`src/rtl/map_arbiter.sv`:
```
// Shares one combinational map ROM between a video row fetcher and NCLI point clients.
// Optional starvation guard: define MAP_ARBITER_STARVE_GUARD_EN.
module map_arbiter #(
   parameter int NCLI       = 4,
   parameter int STARVE_MAX = 3
) (
   input  logic              clk,
   input  logic              reset,
   input  logic              vid_req,
   input  logic [4:0]        vid_row,
   output logic              vid_ack,
   output logic [31:0]       vid_bits,
   input  logic [NCLI-1:0]   cli_req,
   input  logic [5*NCLI-1:0] cli_row,
   input  logic [5*NCLI-1:0] cli_col,
   output logic [NCLI-1:0]   cli_ack,
   output logic [NCLI-1:0]   cli_wall,
   output logic [4:0]        map_row,
   input  logic [31:0]       map_bits
);
   localparam int IW = (NCLI > 1) ? $clog2(NCLI) : 1;

   logic [IW-1:0]   rr_ptr;
   logic            vld_p1;
   logic            vid_p1;
   logic [IW-1:0]   idx_p1;
   logic [4:0]      col_p1;
   logic            vid_pend;
   logic [NCLI-1:0] cli_pend;
   logic            cli_hit;
   logic [IW-1:0]   cli_sel;
   logic            force_cli;
   logic            gnt_vid;
   logic            gnt_cli;
   logic [NCLI-1:0] cli_ack_nxt;

   function automatic logic wall_bit(input logic [31:0] bits, input logic [4:0] col);
      return bits[5'd31 - col];
   endfunction

   function automatic logic [IW-1:0] rr_next(input logic [IW-1:0] idx);
      return IW'((int'(idx) + 1) % NCLI);
   endfunction

   // Arbitration: anything with a transaction in stage 1 or in its ack cycle is masked.
   always_comb begin
      vid_pend = vid_req & ~((vld_p1 & vid_p1) | vid_ack);
      for (int i = 0; i < NCLI; i++)
         cli_pend[i] = cli_req[i] & ~((vld_p1 & ~vid_p1 & (idx_p1 == IW'(i))) | cli_ack[i]);
      cli_hit = 1'b0;
      cli_sel = '0;
      for (int k = 0; k < NCLI; k++) begin
         if (!cli_hit && cli_pend[(int'(rr_ptr) + k) % NCLI]) begin
            cli_hit = 1'b1;
            cli_sel = IW'((int'(rr_ptr) + k) % NCLI);
         end
      end
      gnt_vid = vid_pend & ~(force_cli & cli_hit);
      gnt_cli = cli_hit & ~gnt_vid;
   end

   always_comb begin
      cli_ack_nxt = '0;
      if (vld_p1 && !vid_p1)
         cli_ack_nxt[idx_p1] = 1'b1;
   end

   always_ff @(posedge clk) begin
      if (!reset) begin
         vld_p1   <= 1'b0;
         map_row  <= '0;
         rr_ptr   <= '0;
         vid_ack  <= 1'b0;
         cli_ack  <= '0;
         vid_bits <= '0;
         cli_wall <= '0;
      end else begin
         // stage 1: grant -> registered ROM address
         vld_p1 <= gnt_vid | gnt_cli;
         if (gnt_vid)
            map_row <= vid_row;
         else if (gnt_cli)
            map_row <= cli_row[5*cli_sel +: 5];
         if (gnt_cli)
            rr_ptr <= rr_next(cli_sel);
         // stage 2: ROM data -> ack strobe and held result
         vid_ack <= vld_p1 & vid_p1;
         cli_ack <= cli_ack_nxt;
         if (vld_p1 && vid_p1)
            vid_bits <= map_bits;
         if (vld_p1 && !vid_p1)
            cli_wall[idx_p1] <= wall_bit(map_bits, col_p1);
      end
   end

   // Tag travels with vld_p1; only meaningful while vld_p1 is set.
   always_ff @(posedge clk) begin
      if (gnt_vid | gnt_cli) begin
         vid_p1 <= gnt_vid;
         idx_p1 <= cli_sel;
         col_p1 <= cli_col[5*cli_sel +: 5];
      end
   end

`ifdef MAP_ARBITER_STARVE_GUARD_EN
   localparam int SW = (STARVE_MAX > 0) ? $clog2(STARVE_MAX + 1) : 1;

   logic [SW-1:0] starve_cnt;

   assign force_cli = (starve_cnt == SW'(STARVE_MAX));

   always_ff @(posedge clk) begin
      if (!reset)
         starve_cnt <= '0;
      else if (gnt_cli || !cli_hit)
         starve_cnt <= '0;
      else if (gnt_vid)
         starve_cnt <= starve_cnt + 1'b1;
   end
`else
   // Without the guard video has strict priority; this term is constant 0.
   assign force_cli = (STARVE_MAX < 0);
`endif

endmodule

```
`config.mk`:
```
export PLATFORM = sky130hd
export DESIGN_NAME = map_arbiter
export DESIGN_NICKNAME = d
export VERILOG_FILES = /design/src/rtl/map_arbiter.sv
export SDC_FILE = /design/constraint.sdc
export NUM_CORES = 1
export LEC_CHECK = 0
export CORE_ASPECT_RATIO = 1.5
export CORE_UTILIZATION = 24
export DETAILED_ROUTE_END_ITERATION = 7
export PLACE_DENSITY_LB_ADDON = 0.25
export SETUP_SLACK_MARGIN = 0.4
export SYNTH_ARGS = -nofsm -noshare
export SYNTH_HDL_FRONTEND = slang
export SYNTH_SLANG_ARGS = --single-unit
export TNS_END_PERCENT = 10
```
`constraint.sdc`:
```
create_clock -name clk -period 6 [get_ports clk]
set_clock_uncertainty 0.05 [all_clocks]
set_input_delay 1.5 -clock clk [delete_from_list [all_inputs] [get_ports clk]]
set_output_delay 1.5 -clock clk [all_outputs]
set_load 0.05 [all_outputs]
```
==> out/results.txt <==
The standard cell core area came out at 11000 um^2. For this run, the leading register cell type out of synthesis is sky130_fd_sc_hd__dfxtp_1. In this run the worst hold path is classified as reg2reg.

After filler insertion, the fill cell instance count of the layout stands at 1121. The layout net count was 481; the total count of max-transition violations in the final report was 0. The count of max-cap constraint violations was 0. The worst slack at placement is 1.86 ns, and the count of buffering cells on the critical path with inverters included is 1. The first routing iteration left 119 violations.

The first detailed-routing pass ran for 6 iterations. By instance count, the leading cell after synthesis is sky130_fd_sc_hd__nand2_1. The required time of the critical path is 6.00 ns, and the areal power density over the cells is 342 nW/um^2. For this run, the slowest stage of the critical path takes 0.82 ns. sky130_fd_sc_hd__dfxtp_1 takes more of the synthesized area than any other cell.

The tools report the fraction of power consumed by sequential logic as 33.8%. In this design, the critical path's most frequently occurring cell is sky130_fd_sc_hd__mux2i_1. Layout cell share with drive strength beyond 1: 10.2%. The critical path's top delay family was compound AO/OA/AOI/OAI gates. The signal on the critical path passes through clkdlybuf4s50_1 -> nand2b_1 -> or3_1 -> o21bai_1 -> a211o_1 -> mux2i_1 -> mux2i_1. The setup slack after layout was 2.23 ns; the clock latency reported for the late side of the worst-skew pair was 0.32 ns. VDD sags by at most 0.121 mV. For the final standard cell count with taps included and fillers excluded, the log shows 549.

Data arrives at the worst endpoint at 3.77 ns. STA classifies the critical path startpoint as an input port. The tools report the worst hold path startpoint as vid_bits[20].

The tools report the origin of the critical flop-to-flop path as vid_p1. Setup repair after global routing left no endpoint under its margin. For this run, design rule violations remaining after detail routing come to 0. The number of buffer cells added on primary ports is 129.

The standard cell with the maximum stage delay on the critical path was sky130_fd_sc_hd__a211o_1. The number of antenna diodes is 0. The clock net in this run drives a total of 57 sinks.

The number of nets handed over by synthesis was 357. The switching power as a share of total power came out at 31.4%. Setup violations remaining at the end of the flow were counted as 0. The total CTS buffers is 9. The clock root buffer was sky130_fd_sc_hd__clkbuf_16. For hold timing, the worst endpoint is vid_bits[20]. For the finished layout, the period the worst path requires is 3.77 ns. The tools report the largest net degree at the start of global routing as 41.

The commonest cells after synthesis are sky130_fd_sc_hd__nand2_1, sky130_fd_sc_hd__dfxtp_1, sky130_fd_sc_hd__a21oi_1, sky130_fd_sc_hd__mux2i_1, sky130_fd_sc_hd__clkbuf_1. The tools report the maximum clock path buffer count as 2. The synthesized netlist contains 43 unique library cells. Total negative setup slack: 0 ns. The tools report the starting utilization of the core area as 24.5%. The tools report the leakage power of the design as 1.62 nW. The critical path in this run is classified as in2reg. The total number of yosys warnings was 0.

The worst setup path is captured at a flip-flop. Sequential element share of the synthesized area: 45.3%. The flow ran to the end, and the final reports show no timing, DRC or antenna violations. CTS built an H-tree with a depth of 3. The routability congestion estimate from global placement was 0.737; the die outline width was 88.6 um. Gates resized during post-CTS repair numbered 0.

The signed area change from the synthesized netlist to the final layout was 63.4%. The detail route stage leaves a number of antenna-violating nets equal to 0. The synthesized area was 2700 um^2. The hold-fix buffer count after cts was 0.

In the final routed layout, each cell accounts on average for 14.6 um. Synthesis produced 273 cells. The share of async-settable or async-resettable flops after synthesis was 0%; the clock-pin slew on the worst setup and hold paths was 0.05 ns. Timing would allow up to 0.265 GHz.

Wires add up to 7990 um. In this run the worst path has a maximum fanout of 22. Global routing consumed, over all layers together, 14.0% of the routing resources.

The run gives 474 uW as the reported net switching power. The fraction of the cycle the final worst path needs was 62.8%; the via count of the first global-routing pass was 2527. The first global-routing pass estimated 12300 um of wire. The run gives 533 as the post-placement cell count. The initial antenna violation count is 0, and the synthesized flop and latch total is 57.

Post-synthesis average cell area: 9.88 um^2. The number of setup buffers added after CTS is 0. Using the TritonRoute via totals, the vias-per-cell ratio works out to 4.59. Area share of the largest cell type after synthesis: 36.4%. The worst register-to-register path has a setup slack of 3.14 ns. The clock network power share is 34.3%, and the cell row count is 47.

For the final global-route overflow total, the log shows 0. The die is 132 um tall. In the post-synthesis netlist, the biggest area contributors are sky130_fd_sc_hd__dfxtp_1, sky130_fd_sc_hd__nand2_1, sky130_fd_sc_hd__mux2i_1, sky130_fd_sc_hd__edfxtp_1, sky130_fd_sc_hd__mux4_2.

TritonCTS built the clock tree. The floorplan step defined a die boundary enclosing 11700 um^2. The internal portion of total power was 1.03 mW.

The slew of the pin with the lowest slew margin is 1.06 ns. In this run the count of I/O pins placed on the die edge is 130. Headroom to the max-slew limit came out at 29.3%. The tools report the final count of hold timing violations as 0.

The depth of the worst register-to-register path is 6, and the cell depth of the worst hold path is 2. The tools report the combinational power share as 32.0%. The worst register-to-register path ends at col_p1[2]. Counting flops with a built-in enable in the synthesized netlist gives 8. The HPWL after detailed placement is 6080 um. The tools report the routed via count as 2520.
## through the flow
| stage | area [um^2] | util (%) | power, mW | hold slack (ns) |
|---|---|---|---|---|
| after floorplan | 2700 | - | 0.842 | 0.461 |
| after global placement | 4100 | 37.3 | 1.00 | 0.393 |
| after detailed placement | 4100 | 37.3 | 1.01 | 0.397 |
| after CTS | 4410 | 40.1 | 1.53 | 0.403 |
| after global routing | 4410 | 40.1 | 1.58 | 0.426 |
| final | 4410 | 40.1 | 1.51 | 0.404 |
## power groups by stage
stage / logic [mW] / registers [mW] / clock network (mW)
global route: 0.514 / 0.518 / 0.547
detailed placement: 0.490 / 0.519 / 0
global placement: 0.483 / 0.518 / 0
CTS: 0.491 / 0.512 / 0.530
floorplan: 0.264 / 0.578 / 0
finish: 0.482 / 0.509 / 0.517
## logic make-up (layout without fill, tap and decap cells)
kind of cell,count (synthesis),in the layout,synth area share (%)
compound gates,58,58,14.9
mux,35,35,17.6
flops,57,57,45.3
buf+inv,21,150,3.57
xor+xnor,1,1,0.325
simple gates,101,101,18.3
## flip-flops by register name (all words and copies together), names as in the netlist
signal    flops
vid_bits     32
col_p1        5
map_row       5
cli_ack       4
cli_wall      4
idx_p1        2
rr_ptr        2
vid_ack       1
vid_p1        1
vld_p1        1
## cells in the final DEF (no fill, tap or decap), drive strengths merged, types with 2 or more instances in the layout
master,Yosys,routed
mux4,10,10
nand3,6,6
clkdlybuf4s50,0,129
nor3,2,2
nand4bb,2,2
nand2,69,69
edfxtp,8,8
inv,3,3
mux2i,25,25
clkinv,1,2
dfxtp,49,49
a21oi,36,36
clkbuf,13,14
nor3b,2,2
nand3b,2,2
o221ai,5,5
nor2,8,8
a32oi,6,6
o21ai,5,5
## area by class of cell
| type | count | area (um^2) | area share (%) |
|---|---|---|---|
| Clock buffer | 14 | 274 | 6.22 |
| Clock inverter | 2 | 35.0 | 0.795 |
| Inverter | 4 | 15.0 | 0.341 |
| Multi-Input combinational cell | 195 | 1380 | 31.3 |
| Sequential cell | 57 | 1220 | 27.7 |
| Tap cell | 147 | 184 | 4.17 |
| Timing Repair Buffer | 130 | 1300 | 29.5 |
## tightest hold or removal path, stage by stage (launching register included)
cell and delay (ns):
sky130_fd_sc_hd__dfxtp_1 0.30, sky130_fd_sc_hd__nand2_1 0.05, sky130_fd_sc_hd__a21oi_1 0.05
## worst max-delay path by stage
| stage | from | end | slack [ns] | depth (start not counted) |
|---|---|---|---|---|
| 3_3_place_gp | cli_req[0] | col_p1[2] | 1.94 | 7 |
| 3_5_place_dp | cli_req[0] | col_p1[2] | 1.86 | 7 |
| 2_1_floorplan | cli_req[0] | col_p1[0] | 2.98 | 8 |
| 6_report | cli_req[0] | col_p1[2] | 2.23 | 7 |
| 4_1_cts | cli_req[0] | col_p1[2] | 2.20 | 7 |
| 5_1_grt | cli_req[0] | col_p1[2] | 2.05 | 7 |
## routing by layer
metal	wire length [um]	part of all wire (%)	GRT usage, %
met2	4190	52	24.8
met3	412	5.2	2.82
met5	0	0	0
met1	3110	39	15.0
met4	282	3.5	8.15
No activity file was read; power rests on OpenSTA's default activity.
